===== src/rtl/tcam_lpm_search_if.sv =====
// Search-side bundle of the TCAM LPM block: handshake, key, the eight entry/length
// read lines, the occupancy vector and the registered result.
interface tcam_lpm_search_if #(
  parameter int WIDTH      = 32,
  parameter int LEN_WIDTH  = 6,
  parameter int INDEX_SIZE = 3
);
  logic                  go;
  logic [WIDTH-1:0]      key;
  logic [WIDTH-1:0]      entry0, entry1, entry2, entry3, entry4, entry5, entry6, entry7;
  logic [LEN_WIDTH-1:0]  len0, len1, len2, len3, len4, len5, len6, len7;
  logic [7:0]            occupied;
  logic [INDEX_SIZE-1:0] index;
  logic                  found;
  logic                  done;

  modport master (
    output go, key,
    output entry0, entry1, entry2, entry3, entry4, entry5, entry6, entry7,
    output len0, len1, len2, len3, len4, len5, len6, len7,
    output occupied,
    input  index, found, done
  );

  modport slave (
    input  go, key,
    input  entry0, entry1, entry2, entry3, entry4, entry5, entry6, entry7,
    input  len0, len1, len2, len3, len4, len5, len6, len7,
    input  occupied,
    output index, found, done
  );
endinterface


===== src/rtl/tcam_lpm_search.sv =====
// Longest-prefix-match search over eight TCAM entries, one entry per cycle,
// under a go/done handshake. Results are registered and held until the next search.
module tcam_lpm_search #(
  parameter int WIDTH      = 32,
  parameter int LEN_WIDTH  = 6,
  parameter int INDEX_SIZE = 3
) (
  input  logic clk,
  input  logic reset,
  tcam_lpm_search_if.slave bus
);

  typedef enum logic [1:0] {
    IDLE = 2'd0,
    SCAN = 2'd1,
    DONE = 2'd2
  } state_t;

  state_t                state_r, state_next_s;
  logic [WIDTH-1:0]      key_r;
  logic [INDEX_SIZE-1:0] ptr_r;
  logic [INDEX_SIZE-1:0] best_idx_r;
  logic [LEN_WIDTH-1:0]  best_len_r;
  logic                  hit_r;
  logic [INDEX_SIZE-1:0] index_r;
  logic                  found_r;
  logic                  done_r;

  logic [WIDTH-1:0]      cur_entry_s;
  logic [LEN_WIDTH-1:0]  cur_len_s;
  logic [LEN_WIDTH-1:0]  eff_len_s;
  logic [WIDTH-1:0]      mask_s;
  logic                  match_s;
  logic                  take_s;

  // Top-l-bits mask; the extra bit keeps l=0 (shift by WIDTH) in range.
  function automatic logic [WIDTH-1:0] prefix_mask(input logic [LEN_WIDTH-1:0] l);
    logic [WIDTH:0] low_ones;
    low_ones = ((WIDTH+1)'(1) << (WIDTH - int'(l))) - (WIDTH+1)'(1);
    return ~low_ones[WIDTH-1:0];
  endfunction

  // State register.
  always_ff @(posedge clk) begin
    if (reset) begin
      state_r <= IDLE;
    end else begin
      state_r <= state_next_s;
    end
  end

  // Next-state logic; go is only honoured while idle.
  always_comb begin
    state_next_s = state_r;
    case (state_r)
      IDLE: begin
        if (bus.go) begin
          state_next_s = SCAN;
        end else begin
          state_next_s = IDLE;
        end
      end
      SCAN: begin
        if (ptr_r == {INDEX_SIZE{1'b1}}) begin
          state_next_s = DONE;
        end else begin
          state_next_s = SCAN;
        end
      end
      DONE:    state_next_s = IDLE;
      default: state_next_s = IDLE;
    endcase
  end

  // Select the entry and length under the scan pointer.
  always_comb begin
    cur_entry_s = bus.entry0;
    cur_len_s   = bus.len0;
    case (ptr_r)
      3'd0: begin cur_entry_s = bus.entry0; cur_len_s = bus.len0; end
      3'd1: begin cur_entry_s = bus.entry1; cur_len_s = bus.len1; end
      3'd2: begin cur_entry_s = bus.entry2; cur_len_s = bus.len2; end
      3'd3: begin cur_entry_s = bus.entry3; cur_len_s = bus.len3; end
      3'd4: begin cur_entry_s = bus.entry4; cur_len_s = bus.len4; end
      3'd5: begin cur_entry_s = bus.entry5; cur_len_s = bus.len5; end
      3'd6: begin cur_entry_s = bus.entry6; cur_len_s = bus.len6; end
      3'd7: begin cur_entry_s = bus.entry7; cur_len_s = bus.len7; end
      default: begin cur_entry_s = bus.entry0; cur_len_s = bus.len0; end
    endcase
  end

  // Match and priority for the current entry; over-long prefixes clamp to WIDTH.
  always_comb begin
    eff_len_s = cur_len_s;
    if (cur_len_s > LEN_WIDTH'(WIDTH)) begin
      eff_len_s = LEN_WIDTH'(WIDTH);
    end else begin
      eff_len_s = cur_len_s;
    end
    mask_s  = prefix_mask(eff_len_s);
    match_s = bus.occupied[ptr_r] && (((key_r ^ cur_entry_s) & mask_s) == {WIDTH{1'b0}});
    take_s  = match_s && (!hit_r || (eff_len_s > best_len_r));
  end

  // Search datapath and registered results.
  always_ff @(posedge clk) begin
    if (reset) begin
      key_r      <= {WIDTH{1'b0}};
      ptr_r      <= {INDEX_SIZE{1'b0}};
      best_idx_r <= {INDEX_SIZE{1'b0}};
      best_len_r <= {LEN_WIDTH{1'b0}};
      hit_r      <= 1'b0;
      index_r    <= {INDEX_SIZE{1'b0}};
      found_r    <= 1'b0;
      done_r     <= 1'b0;
    end else begin
      done_r <= 1'b0;
      case (state_r)
        IDLE: begin
          if (bus.go) begin
            key_r      <= bus.key;
            ptr_r      <= {INDEX_SIZE{1'b0}};
            best_idx_r <= {INDEX_SIZE{1'b0}};
            best_len_r <= {LEN_WIDTH{1'b0}};
            hit_r      <= 1'b0;
          end
        end
        SCAN: begin
          ptr_r <= ptr_r + INDEX_SIZE'(1);
          if (take_s) begin
            hit_r      <= 1'b1;
            best_len_r <= eff_len_s;
            best_idx_r <= ptr_r;
          end
        end
        DONE: begin
          done_r  <= 1'b1;
          found_r <= hit_r;
          index_r <= hit_r ? best_idx_r : {INDEX_SIZE{1'b0}};
        end
        default: begin
          done_r <= 1'b0;
        end
      endcase
    end
  end

  assign bus.index = index_r;
  assign bus.found = found_r;
  assign bus.done  = done_r;

endmodule


===== src/flat_wrapper.sv =====
// flat-port wrapper written by rule: the top's interface ports become plain ports
module tcam_lpm_search_flat 
#(
  parameter int WIDTH      = 32,
  parameter int LEN_WIDTH  = 6,
  parameter int INDEX_SIZE = 3
)
  (clk, reset, bus_go, bus_key, bus_entry0, bus_entry1, bus_entry2, bus_entry3, bus_entry4, bus_entry5, bus_entry6, bus_entry7, bus_len0, bus_len1, bus_len2, bus_len3, bus_len4, bus_len5, bus_len6, bus_len7, bus_occupied, bus_index, bus_found, bus_done);
  tcam_lpm_search_if #(.WIDTH(WIDTH), .LEN_WIDTH(LEN_WIDTH), .INDEX_SIZE(INDEX_SIZE)) bus_i ();
  input  logic clk;
  input  logic reset;
  input wire logic [$bits(bus_i.go)-1:0] bus_go;
  input wire logic [$bits(bus_i.key)-1:0] bus_key;
  input wire logic [$bits(bus_i.entry0)-1:0] bus_entry0;
  input wire logic [$bits(bus_i.entry1)-1:0] bus_entry1;
  input wire logic [$bits(bus_i.entry2)-1:0] bus_entry2;
  input wire logic [$bits(bus_i.entry3)-1:0] bus_entry3;
  input wire logic [$bits(bus_i.entry4)-1:0] bus_entry4;
  input wire logic [$bits(bus_i.entry5)-1:0] bus_entry5;
  input wire logic [$bits(bus_i.entry6)-1:0] bus_entry6;
  input wire logic [$bits(bus_i.entry7)-1:0] bus_entry7;
  input wire logic [$bits(bus_i.len0)-1:0] bus_len0;
  input wire logic [$bits(bus_i.len1)-1:0] bus_len1;
  input wire logic [$bits(bus_i.len2)-1:0] bus_len2;
  input wire logic [$bits(bus_i.len3)-1:0] bus_len3;
  input wire logic [$bits(bus_i.len4)-1:0] bus_len4;
  input wire logic [$bits(bus_i.len5)-1:0] bus_len5;
  input wire logic [$bits(bus_i.len6)-1:0] bus_len6;
  input wire logic [$bits(bus_i.len7)-1:0] bus_len7;
  input wire logic [$bits(bus_i.occupied)-1:0] bus_occupied;
  output wire logic [$bits(bus_i.index)-1:0] bus_index;
  output wire logic [$bits(bus_i.found)-1:0] bus_found;
  output wire logic [$bits(bus_i.done)-1:0] bus_done;
  assign bus_i.go = bus_go;
  assign bus_i.key = bus_key;
  assign bus_i.entry0 = bus_entry0;
  assign bus_i.entry1 = bus_entry1;
  assign bus_i.entry2 = bus_entry2;
  assign bus_i.entry3 = bus_entry3;
  assign bus_i.entry4 = bus_entry4;
  assign bus_i.entry5 = bus_entry5;
  assign bus_i.entry6 = bus_entry6;
  assign bus_i.entry7 = bus_entry7;
  assign bus_i.len0 = bus_len0;
  assign bus_i.len1 = bus_len1;
  assign bus_i.len2 = bus_len2;
  assign bus_i.len3 = bus_len3;
  assign bus_i.len4 = bus_len4;
  assign bus_i.len5 = bus_len5;
  assign bus_i.len6 = bus_len6;
  assign bus_i.len7 = bus_len7;
  assign bus_i.occupied = bus_occupied;
  assign bus_index = bus_i.index;
  assign bus_found = bus_i.found;
  assign bus_done = bus_i.done;
  tcam_lpm_search #(.WIDTH(WIDTH), .LEN_WIDTH(LEN_WIDTH), .INDEX_SIZE(INDEX_SIZE)) u_core (.clk(clk), .reset(reset), .bus(bus_i));
endmodule

===== config.mk =====
export PLATFORM = sky130hd
export DESIGN_NAME = tcam_lpm_search_flat
export DESIGN_NICKNAME = d
export VERILOG_FILES = /design/src/rtl/tcam_lpm_search_if.sv /design/src/rtl/tcam_lpm_search.sv /design/src/flat_wrapper.sv
export SDC_FILE = /design/constraint.sdc
export NUM_CORES = 1
export LEC_CHECK = 0
export CORE_AREA = 2 2 135 137
export DETAILED_ROUTE_END_ITERATION = 7
export DIE_AREA = 0 0 137 139
export PLACE_DENSITY = 0.76
export REMOVE_ABC_BUFFERS = 1
export SYNTH_ARGS = -nofsm -noshare
export SYNTH_HDL_FRONTEND = slang
export SYNTH_SLANG_ARGS = --single-unit

===== constraint.sdc =====
create_clock -name clk -period 8.14 [get_ports clk]
set_input_delay 1.628 -clock clk [delete_from_list [all_inputs] [get_ports clk]]
set_output_delay 1.628 -clock clk [all_outputs]
set_load 0.01 [all_outputs]

==> results of run 1 <==
[cells by family (layout without fill, tap and decap cells)]
group,Yosys count,after routing,synth area share
and+or+nand+nor,294,294,0.232
buffers and inverters,86,406,0.0589
muxes,58,58,0.111
xor gates and xnor gates,37,37,0.0533
adders and majority gates,14,14,0.0288
AOI/OAI and AO/OA,269,269,0.344
DFF,52,52,0.171
[power groups by stage]
stage	logic, W	clock network [W]	registers, W
after global placement	0.000769	0	0.000277
after CTS	0.000772	0.000230	0.000272
after global routing	0.000841	0.000241	0.000273
final	0.000783	0.000226	0.000272
after detailed placement	0.000768	0	0.000278
after floorplan	0.000419	0	0.000277
[registers in the layout, indices dropped and copies added, names as in the netlist]
name and count:
u_core.key_r 32, u_core.best_len_r 6, u_core.best_idx_r 3, u_core.bus.index 3, u_core.ptr_r 3, u_core.state_r 2
u_core.bus.done 1, u_core.bus.found 1, u_core.hit_r 1
[per-stage QoR]
step	instances	setup WS (ns)	power (W)	hold WS [ns]
global route	1359	0.624	0.00136	0.477
global placement	1351	0.836	0.00105	0.441
CTS	1359	1.22	0.00127	0.453
floorplan	744	-0.345	0.000696	0.439
finish	1359	1.12	0.00128	0.451
detailed placement	1351	0.915	0.00105	0.444
[metal layers]
metal / up-vias / wire, um / part of all wire
li1: 3769 / - / -
met4: 0 / 903 / 0.031
met5: - / 0 / 0
met3: 63 / 2800 / 0.096
met1: 3738 / 11600 / 0.40
met2: 452 / 13700 / 0.47
[tightest hold or removal path, stage by stage, from the launching register on]
cell and delay [ns]:
dfxtp_1 0.31, nand2_1 0.05, a21oi_1 0.05
[final cells by class]
| cell class | count | area (sq um) |
|---|---|---|
| fill | 1627 | 7690 |
| multi-input combinational | 672 | 4690 |
| timing repair buffer | 378 | 3710 |
| sequential | 52 | 1040 |
| tap | 229 | 287 |
| clock buffer | 8 | 156 |
| inverter | 20 | 75.1 |
[cells in the final DEF, fill, tap and decap left out, types with 5 or more instances in the layout]
cell	instances
a211oi_1	8
a21o_1	9
a21oi_1	61
a221oi_1	17
a222oi_1	30
a22o_1	12
a22oi_1	13
a31oi_1	10
buf_4	27
clkbuf_16	5
clkdlybuf4s50_1	350
dfxtp_1	51
ha_1	10
inv_1	19
mux2_2	52
nand2_1	141
nand3_1	35
nand4_1	21
nor2_1	31
nor3_1	15
nor3b_1	5
nor4_1	7
o21ai_0	21
o22ai_1	5
o31ai_1	11
o41ai_1	8
or4_1	7
xnor2_1	16
xor2_1	21
[final timing paths]
path | end | cells past startpoint | slack (ns)
worst max-delay path | u_core.best_len_r[0] | 25 | 1.12
worst min-delay path | u_core.bus.index[1] | 2 | 0.45
worst max register to register | u_core.best_len_r[0] | 25 | 1.20
worst min register to register | u_core.bus.index[1] | 2 | 0.45
[synth_stat cells, types with 15 or more instances]
master,number,area (sq um)
nand4_1,21,131
dfxtp_1,52,1040
clkbuf_1,42,158
xnor2_1,16,140
nand3_1,35,175
xor2_1,21,184
nor2_1,32,120
inv_1,19,71.3
mux2_2,52,586
a222oi_1,30,300
nor3_1,15,75.1
nand2_1,141,529
o21ai_0,21,105
a221oi_1,17,149
a21oi_1,61,305
==> results.py, run 1 <==
metrics = {
    "timing": {
        "relSlewSlack": 0.235,
        "finalMaxSlewViolations": 0,
        "max_freq_mhz": 142,
        "rsz0062_at_grt": "false",
        "tightest_slew_ns": 1.13,
        "setup_viol": 0,
        "fin_crit_sh": 0.862,
        "finalSetupTns_ns": 0,
        "fin_crit_ns": 7.02,
        "hold_viol": 0,
        "finClkSkew_ns": 0.00797,
    },
    "worst_setup_path": {
        "worstSetupStartpoint": "bus_len5[5]",
        "cp_max_fo": 8,
        "end_kind": "flop",
        "slowest_delay_ns": 0.43,
        "crit_type": "in -> reg",
        "crit_arrival_ns": 7.21,
        "r2r-start": "u_core.ptr_r[0]",
        "cp.required_ns": 8.33,
        "cpMaxStageDelayCell": "clkdlybuf4s50_1",
        "startpoint_type": "input pin",
        "crit_family": "compound AO/OA/AOI/OAI gates",
        "crit_buf_inv": 5,
        "cpMostUsedCell": "inv_1",
    },
    "clock_network": {
        "clk_pin_slew_worst_paths_ns": 0.07,
        "htree_levels": 2,
        "cts_tree": "built",
        "cts-root-buf": "clkbuf_16",
        "clockBufferDepth": 2,
        "hold_buffers": 0,
        "cts_sinks": 52,
        "clock_latency_ns": 0.30,
        "numCtsBuffers": 5,
        "cts-resized-gates": 0,
        "cts_setup_buffers": 0,
    },
    "global_routing": {
        "grt_max_degree": 62,
        "grt_pass1_wl_mm": 43.2,
        "grt_pass1_vias": 7858,
        "top_usage_layer": "met2",
        "grt_use_met3": 0.0629,
        "grt_overflow": 0,
        "grtUsageTotal": 0.290,
        "grtUsageMet2": 0.491,
        "antenna_found_initial": 0,
        "gr-usage-met1": 0.360,
    },
    "pwr": {
        "comb_power_share": 0.611,
        "power.share.clock": 0.177,
        "power.switching_w": 0.000526,
        "internal_power_w": 0.000755,
        "p_per_area_nw_per_um2": 128,
        "irDropWorstVdd_v": 0.0000825,
        "pwr-share-seq": 0.212,
        "power.leakage_nw": 3.56,
        "p_sw_frac": 0.411,
    },
    "routing": {
        "vias_per_cell": 5.90,
        "routed_wl_mm": 29.0,
        "ant_nets": 0,
        "first_pass_iters": 5,
        "drc_errors": 0,
        "drt_iter0_drc": 702,
        "vias": 8022,
        "wl_per_cell_um": 21.3,
    },
    "layout": {
        "num-nets-final": 1490,
        "finish.utilization": 0.565,
        "postLayoutCellArea_sq_um": 9970,
        "n_antenna_cell": 0,
        "drive_gt1_frac": 0.110,
        "syn_to_final_growth_pct": 64.0,
    },
    "synth": {
        "synth-seq-cells": 52,
        "synth.avg_cell_area_sq_um": 7.50,
        "synthCells": 810,
        "synth_edf_count": 0,
        "synth-warning-count": 0,
        "synth_cell_type_count": 86,
        "syn_area_sq_um": 6080,
        "synth-seq-area-share": 0.171,
        "ys.flop_type": "dfxtp_1",
        "async_reset_ff_frac": 0,
    },
    "job": {
        "cap_violations": 0,
    },
    "worst_hold_path": {
        "hp-class": "reg -> reg",
        "min_from": "u_core.bus.index[1]",
    },
    "placed_design": {
        "place_area_sq_um": 9810,
        "dp_hpwl_mm": 22.8,
        "numPortBuffers": 351,
        "gp_congestion": 0.985,
    },
    "floorplan": {
        "die_area_sq_um": 19000,
        "initial_core_util": 0.344,
        "die_x_um": 137,
        "core_sq_um": 17700,
        "rows": 49,
        "io_pins": 352,
        "die_h_um": 139,
    },
    "outcome": {
        "outcome": "finished clean",
    },
}
No activity file was read; power rests on OpenSTA's default activity.
==> run 2: changes to the inputs <==
clock period = 7.8 ns   (was 8.14 ns; I/O delays follow)
==> results.py, run 2 (synthesized netlist as in run 1, its figures left out) <==
metrics = {
    "outcome": {
        "outcome": "complete, but fails checks",
        "violations": "DRC",
    },
    "layout": {
        "final-instance-count-excl-fill": 1359,
        "multi_input_area_sq_um": 4690,
        "mostFrequentLayoutCells": "clkdlybuf4s50_1, nand2_1, a21oi_1",
        "register_area_sq_um": 1040,
        "num-nets-final": 1490,
        "drive_gt1_frac": 0.111,
        "n_fill_cell": 1678,
        "n_antenna_cell": 0,
        "largest_register_ff_count": 32,
        "layout_commonest_cell": "clkdlybuf4s50_1",
        "finish.utilization": 0.565,
        "reg.largest.list": "u_core.key_r: 32 flops, u_core.best_len_r: 6 flops",
        "largest-register": "u_core.key_r",
        "syn_to_final_growth_pct": 64.2,
    },
    "global_routing": {
        "grt_pass1_vias": 7743,
        "grt_overflow": 0,
        "antenna_found_initial": 0,
        "grtUsageTotal": 0.289,
        "grt_max_degree": 62,
        "grtUsageMet2": 0.480,
        "grt_pass1_wl_mm": 43.1,
        "grt_use_met3": 0.0490,
        "top_usage_layer": "met2",
        "gr-usage-met1": 0.376,
    },
    "floorplan": {
        "core_sq_um": 17700,
        "io_pins": 352,
        "die_area_sq_um": 19000,
        "die_x_um": 137,
        "die_h_um": 139,
        "initial_core_util": 0.344,
        "rows": 49,
    },
    "placed_design": {
        "gp_congestion": 1.00,
        "numPortBuffers": 351,
        "dp_hpwl_mm": 22.6,
        "placed_cells": 1351,
    },
    "clock_network": {
        "cts_sinks": 52,
        "cts-resized-gates": 0,
        "clock_latency_ns": 0.30,
        "cts-root-buf": "clkbuf_16",
        "numCtsBuffers": 5,
        "cts_setup_buffers": 0,
        "clockBufferDepth": 2,
        "htree_levels": 2,
        "hold_buffers": 0,
        "cts_tree": "built",
        "clk_pin_slew_worst_paths_ns": 0.07,
    },
    "pwr": {
        "pwr-share-seq": 0.210,
        "p_per_area_nw_per_um2": 135,
        "power.leakage_nw": 3.57,
        "irDropWorstVdd_v": 0.0000824,
        "internal_power_w": 0.000797,
        "p_sw_frac": 0.409,
        "comb_power_share": 0.600,
        "power.share.clock": 0.190,
        "power.switching_w": 0.000552,
    },
    "routing": {
        "drc_errors": 1,
        "vias": 7986,
        "vias_per_cell": 5.88,
        "ant_nets": 0,
        "first_pass_iters": 8,
        "wl_per_cell_um": 21.1,
        "routed_wl_mm": 28.7,
        "drt_iter0_drc": 919,
    },
    "job": {
        "cap_violations": 0,
    },
    "worst_setup_path": {
        "crit_arrival_ns": 7.32,
        "r2r-start": "u_core.ptr_r[1]",
        "end_kind": "flop",
        "r2r_slack_ns": 0.98,
        "ff2ff_path_depth": 26,
        "r2r-end": "u_core.best_len_r[0]",
        "cp_max_fo": 8,
        "crit_type": "in -> reg",
        "cp.required_ns": 8.00,
        "startpoint_type": "input pin",
    },
    "timing": {
        "fin_crit_sh": 0.914,
        "rsz0062_at_grt": "false",
        "finalMaxSlewViolations": 0,
        "setup_viol": 0,
        "tightest_slew_ns": 1.22,
        "finClkSkew_ns": 0.00877,
        "fin_crit_ns": 7.13,
        "hold_viol": 0,
        "relSlewSlack": 0.189,
        "max_freq_mhz": 140,
    },
    "worst_hold_path": {
        "hp-class": "reg -> reg",
        "whs_path_depth": 2,
        "min_from": "u_core.bus.index[0]",
        "whs_endpoint": "u_core.bus.index[0]",
    },
}
[run 2: cell count changes in the layout (fill, tap and decap cells not counted)]
| cell | delta |
|---|---|
| clkbuf_8 | -2 |
| bufinv_16 | +1 |
| clkbuf_1 | -1 |
| clkinv_2 | +1 |
| clkinvlp_4 | +1 |
[run 2: area by class of cell]
cell class              instances  area share
multi-input cells             672       0.470
repair buffers                378       0.372
flip-flops and latches         52       0.105
well taps                     229      0.0287
clock buffers                   5      0.0125
inverters                      20     0.00752
clock inverters                 3     0.00426
[run 2: how the worst max path moves through the flow]
stage,slack (ns),depth (start not counted),end,startpoint
after floorplan,-0.69,25,u_core.best_len_r[0],u_core.ptr_r[2]
after global placement,0.61,26,u_core.best_len_r[0],bus_len5[5]
after detailed placement,0.43,26,u_core.best_len_r[0],bus_len5[5]
after CTS,0.74,26,u_core.best_len_r[0],bus_len5[5]
after global routing,0.25,26,u_core.best_len_r[0],bus_len5[5]
final,0.67,26,u_core.best_len_r[0],bus_len5[5]
[run 2: power groups by stage]
| stage | Clock, W | Combinational [W] | Sequential [W] |
|---|---|---|---|
| 6_report | 0.000257 | 0.000809 | 0.000283 |
| 4_1_cts | 0.000262 | 0.000795 | 0.000283 |
| 3_5_place_dp | 0 | 0.000791 | 0.000290 |
| 3_3_place_gp | 0 | 0.000792 | 0.000289 |
| 5_1_grt | 0.000272 | 0.000869 | 0.000285 |
| 2_1_floorplan | 0 | 0.000437 | 0.000289 |
[run 2: metrics by stage]
stage               setup WS [ns]  TNS [ns]  area [sq um]  power [W]  hold WS [ns]
floorplan                  -0.685     -5.15          5800   0.000726         0.439
global placement            0.605         0          9810    0.00108         0.445
detailed placement          0.425         0          9810    0.00108         0.446
CTS                         0.738         0          9980    0.00134         0.458
global route                0.249         0          9980    0.00143         0.473
finish                      0.671         0          9980    0.00135         0.458
[run 2: worst max-delay path: stages]
cell and delay (ns):
clkdlybuf4s50_1 0.43, mux2_2 0.27, a221oi_1 0.35, a21o_1 0.27
inv_2 0.05, nor2_1 0.13, inv_1 0.11, ha_1 0.22
inv_1 0.17, o31ai_1 0.11, a21oi_1 0.13, buf_4 0.15
nand4_1 0.10, o211ai_1 0.32, nand3_1 0.16, ha_1 0.30
inv_1 0.15, a31oi_1 0.05, o221a_2 0.27, o41ai_1 0.24
nor3b_1 0.10, a2111oi_0 0.49, and3_1 0.26, nand4_1 0.23
nor3_4 0.36, mux2_4 0.33
[run 2: routing by layer]
metal	vias up	routed length (um)
li1	3772	-
met1	3674	11700
met2	475	13300
met3	65	2740
met4	0	953
met5	-	0
